**config.mk**
```make
export PLATFORM = sky130hd
export DESIGN_NAME = sync_frame_tx
export DESIGN_NICKNAME = d
export VERILOG_FILES = /design/src/rtl/sync_frame_pkg.sv /design/src/rtl/sync_frame_tx_hist.sv /design/src/rtl/sync_frame_tx.sv
export SDC_FILE = /design/constraint.sdc
export NUM_CORES = 1
export LEC_CHECK = 0
export ABC_CLOCK_PERIOD_IN_PS = 1800
export CAP_MARGIN = 20
export CORE_MARGIN = 2
export CORE_UTILIZATION = 49
export DETAILED_ROUTE_END_ITERATION = 8
export PLACE_DENSITY = 0.81
export SYNTH_ARGS = -nofsm -noshare
export SYNTH_HDL_FRONTEND = slang
export SYNTH_SLANG_ARGS = --single-unit
```
**constraint.sdc**
```tcl
create_clock -name clk -period 1.8 [get_ports clk]
set_input_delay 0.27 -clock clk [delete_from_list [all_inputs] [get_ports clk]]
set_output_delay 0.27 -clock clk [all_outputs]
set_load 0.05 [all_outputs]
```
**src/rtl/sync_frame_pkg.sv**
```systemverilog
// sync_frame_pkg: shared constants and state encoding for the 1010-sync transmitter
package sync_frame_pkg;
  localparam logic [3:0] SYNC_WORD = 4'b1010;
  localparam int SYNC_LEN = 4;
  localparam logic [2:0] STUFF_TRIG = 3'b101;
  localparam logic [2:0] ST_IDLE = 3'd0;
  localparam logic [2:0] ST_PRE = 3'd1;
  localparam logic [2:0] ST_DATA = 3'd2;
  localparam logic [2:0] ST_STUFF = 3'd3;
  localparam logic [2:0] ST_GAP = 3'd4;
endpackage

```
**src/rtl/sync_frame_tx_hist.sv**
```systemverilog
// tx_hist3: history of the last three bits put on the line, flags a pending 101
module tx_hist3
  import sync_frame_pkg::*;
(
  input  logic clk,
  input  logic reset,
  input  logic clr,
  input  logic shift,
  input  logic din,
  output logic stuff_req
);
  logic [2:0] hist;
  always_ff @(posedge clk) begin
    if (reset) hist <= '0;
    else if (clr || shift) hist <= {clr ? 2'b00 : hist[1:0], din};
  end
  assign stuff_req = hist == STUFF_TRIG;
endmodule

```
**src/rtl/sync_frame_tx.sv**
```systemverilog
// sync_frame_tx: 1010 preamble + MSB-first payload with bit stuffing and idle gap
module sync_frame_tx
  import sync_frame_pkg::*;
#(
  parameter int DATA_W = 8,
  parameter int GAP_LEN = 2
) (
  input  logic              clk,
  input  logic              reset,
  input  logic              start,
  input  logic [DATA_W-1:0] data,
  output logic              tx,
  output logic              busy,
  output logic              done
);
  localparam int FW = SYNC_LEN + DATA_W;
  localparam int LW = $clog2(FW + 1);
  localparam int CW = $clog2(GAP_LEN + 1);
  localparam logic [LW-1:0] FRAME_LEFT = LW'(FW - 1);
  localparam logic [LW-1:0] DATA_LEFT = LW'(DATA_W);
  localparam logic [CW-1:0] GAP_LAST = CW'(GAP_LEN);
  logic [2:0] state, state_n;
  logic [CW-1:0] cnt, cnt_n;
  logic [LW-1:0] left, left_n;
  logic [FW-1:0] sr, sr_n, frame;
  logic tx_n, busy_n, done_n, clr, shift, stuff_req;
  assign frame = {SYNC_WORD, data};
  tx_hist3 u_hist (
    .clk(clk),
    .reset(reset),
    .clr(clr),
    .shift(shift),
    .din(tx_n),
    .stuff_req(stuff_req)
  );
  // Preamble and payload share one shift register; left counts bits not yet sent,
  // and stuffing is only armed once the preamble is fully out (left <= DATA_W).
  always_comb begin
    state_n = state;
    cnt_n = cnt;
    left_n = left;
    sr_n = sr;
    tx_n = 1'b0;
    busy_n = busy;
    done_n = 1'b0;
    clr = 1'b0;
    shift = 1'b0;
    case (state)
      ST_IDLE:
        if (start && !busy) begin
          state_n = ST_PRE;
          tx_n = frame[FW-1];
          sr_n = frame << 1;
          left_n = FRAME_LEFT;
          busy_n = 1'b1;
          clr = 1'b1;
        end
      ST_PRE, ST_DATA, ST_STUFF:
        if (stuff_req && left <= DATA_LEFT) begin
          state_n = ST_STUFF;
          tx_n = 1'b1;
          shift = 1'b1;
        end else if (left != '0) begin
          state_n = left > DATA_LEFT ? ST_PRE : ST_DATA;
          tx_n = sr[FW-1];
          sr_n = sr << 1;
          left_n = left - 1'b1;
          shift = 1'b1;
        end else begin
          state_n = ST_GAP;
          cnt_n = CW'(1);
        end
      ST_GAP:
        if (cnt != GAP_LAST) cnt_n = cnt + 1'b1;
        else begin
          state_n = ST_IDLE;
          busy_n = 1'b0;
          done_n = 1'b1;
        end
      default: begin
        state_n = ST_IDLE;
        busy_n = 1'b0;
      end
    endcase
  end
  always_ff @(posedge clk) begin
    if (reset) begin
      state <= ST_IDLE;
      cnt <= '0;
      left <= '0;
      sr <= '0;
      tx <= 1'b0;
      busy <= 1'b0;
      done <= 1'b0;
    end else begin
      state <= state_n;
      cnt <= cnt_n;
      left <= left_n;
      sr <= sr_n;
      tx <= tx_n;
      busy <= busy_n;
      done <= done_n;
    end
  end
endmodule
```
==> results.cfg <==
[pwr]
p_leak_nw = 0.629
peakVddDrop_mv = 0.751
finalPower_w = 0.00212
power_density_nw_per_um2 = 1320

[global_route]
grt_overflow_total = 0
grt.total_usage_pct = 19.6
grt_pass1_wl_um = 4200
antenna_found_initial = 0
grt_pass1_vias = 986
grt_max_degree = 16

[synth]
syn_area_per_cell_um2 = 9.13
yosysMostFrequentCell = dfxtp_1
synth-seq-area-share_pct = 41.9
synth-warning-count = 0
syn_inst = 136
syn_area_um2 = 1240
synth_flop_cell = dfxtp_1
async_flop_share_pct = 0
synth.top_cell.area_share_pct = 41.9
syn_nets = 150
ys_top_cells_by_area = dfxtp_1 42%, a311oi_2 8.5%, nand2_1 6.4%, nor2_1 6.4%, mux2i_1 3.2%
synth_common_cells = 26 x dfxtp_1, 21 x nand2_1, 21 x nor2_1
synth_edf_count = 0
synth_top_cell_by_area = dfxtp_1
synth-seq-cells = 26
ys_types = 42

[worst_setup_path]
end_kind = flop
startpoint_type = flop
cp_data_required_time_ns = 2.03
crit_buf_inv = 3
cp_top_family = compound AO/OA/AOI/OAI gates
critical_path_arrival_ns = 1.97
cp_slowest_cell = dfxtp_2
crit_chain = inv_2 -> ha_4 -> nor2b_1 -> o21a_2 -> a22oi_2 -> buf_6 -> buf_16 -> nand2_1 -> mux2i_1
critPathKind = flop to flop
crit_fanout = 6
crit_path_max_incr_delay_ns = 0.36

[detailed_routing]
drt-initial-drc-count = 18
post_drt_via_cell_ratio = 5.42
ant_nets = 0
routedWlPerCell_um = 13.1
vias = 1040
dr.pass1.iters = 4
drt_wl_total_um = 2510
drc = 0

[sta]
hold_violations = 0
tns_ns = 0
tightest_slew_ns = 0.488
period_share_pct = 97.0
slew_headroom_pct = 67.3
min_period_ns = 1.75
clock_skew_ns = 0.00912
setup_viol = 0
finalMaxSlewViolations = 0
max_freq_mhz = 573

[placed_design]
dpl.hpwl_um = 1680
io_buffers = 13
routabilityCongestion = 0.783

[clock_tree]
cts_tree = built
cts_buffer_depth = 2
clock_latency_ns = 0.33
cts_root_buf = clkbuf_4
cts-htree-levels = 1
clk_pin_slew_ns = 0.15
cts_buffers = 3
clock_sinks = 26

[floorplanning]
core_area_um2 = 2430
initial_utilization_pct = 51.0
pin_count = 14
rows = 18
die_h_um = 54.3
die_w_um = 54.3
die_area_um2 = 2950

[cells_and_area]
finalNetCount = 177
drive_above_1_share_pct = 25.9
diodes = 0
syn_to_final_growth_pct = 29.9

[run_status]
status = completed

[job]
cap_violations = 0

[min_path]
hold_path_class = flop to flop
[layout by cell type (no fill, tap or decap), types with 2 or more instances in the layout]
cell and n:
dfxtp_2 2, buf_4 12, nor2_1 21, inv_2 2, and2_1 3, clkdlybuf4s50_1 12, nand2_1 20, a21oi_1 5
or3_1 2, a211oi_1 2, dfxtp_1 24, nand3_1 2, a311oi_2 7, nor3_1 4, mux2i_1 4, inv_1 2
ha_1 2, clkbuf_4 3
[layer usage]
layer	GRT usage [%]	share of wire (%)	vias to the layer above
met5	0	0	-
met4	6.25	1.0	0
met3	2.46	2.1	2
met2	34.9	50	15
met1	24.1	46	494
li1	-	-	529
[metrics by stage]
step / hold WS [ns] / cell area, um^2 / utilization [%] / worst slack, ns / std cells
after floorplan: 0.406 / 1240 / - / 0.0883 / 136
after global placement: 0.443 / 1430 / 58.7 / 0.0663 / 179
after detailed placement: 0.470 / 1430 / 58.7 / 0.00550 / 179
after CTS: 0.479 / 1540 / 63.4 / -0.0128 / 187
after global routing: 0.510 / 1610 / 66.3 / -0.0238 / 192
final: 0.488 / 1610 / 66.3 / 0.0543 / 192
[final timing paths]
check / from / end / slack (ns) / depth (start not counted)
setup reg to reg: left[0] / left[2] / 0.05 / 9
setup / recovery: left[0] / left[2] / 0.05 / 9
hold / removal: cnt[1] / cnt[1] / 0.49 / 2
hold reg to reg: cnt[1] / cnt[1] / 0.49 / 2
[report_power, final]
group / internal [W] / switching, W
Clock: 0.000225 / 0.000180
Sequential: 0.000696 / 0.0000782
Combinational: 0.000478 / 0.000467
[kinds of logic (layout without fill, tap and decap cells)]
logic type	Yosys count	in the layout	share of synthesized area [%]
DFF	26	26	41.9
muxes	4	4	3.23
adders and majority gates	3	3	3.02
xor gates and xnor gates	1	1	0.706
AOI/OAI and AO/OA	27	27	21.8
and+or+nand+nor	64	64	24.4
buffers and inverters	11	37	4.94
[worst reg2reg max path, delay by kind of cell, from the launching register on]
kind	cells	cell delay [ns]
compound gates	2	0.48
fa+ha+maj	1	0.15
buf+inv	3	0.33
flops	1	0.36
mux	1	0.12
simple gates	2	0.21
[final cells by class]
| type | instances | area [um^2] |
|---|---|---|
| sequential | 26 | 523 |
| clock buffer | 3 | 22.5 |
| clock inverter | 1 | 30.0 |
| inverter | 4 | 15.0 |
| timing repair buffer | 29 | 303 |
| fill | 203 | 820 |
| tap | 30 | 37.5 |
| multi-input combinational | 99 | 682 |
[timing repair]
item                       4_1_cts  5_1_grt
gates cloned                     1        1
resized for setup                5       10
pin swaps                        0        7
buffers inserted                 3        5
hold buffers                     0        0
setup endpoints to repair       10       18
[sequential cells by signal (all words and copies together), names as in the netlist]
name         count
busy             1
done             1
state            3
u_hist.hist      3
cnt              2
sr              11
tx               1
left             4
(Power assumes the default switching activity.)
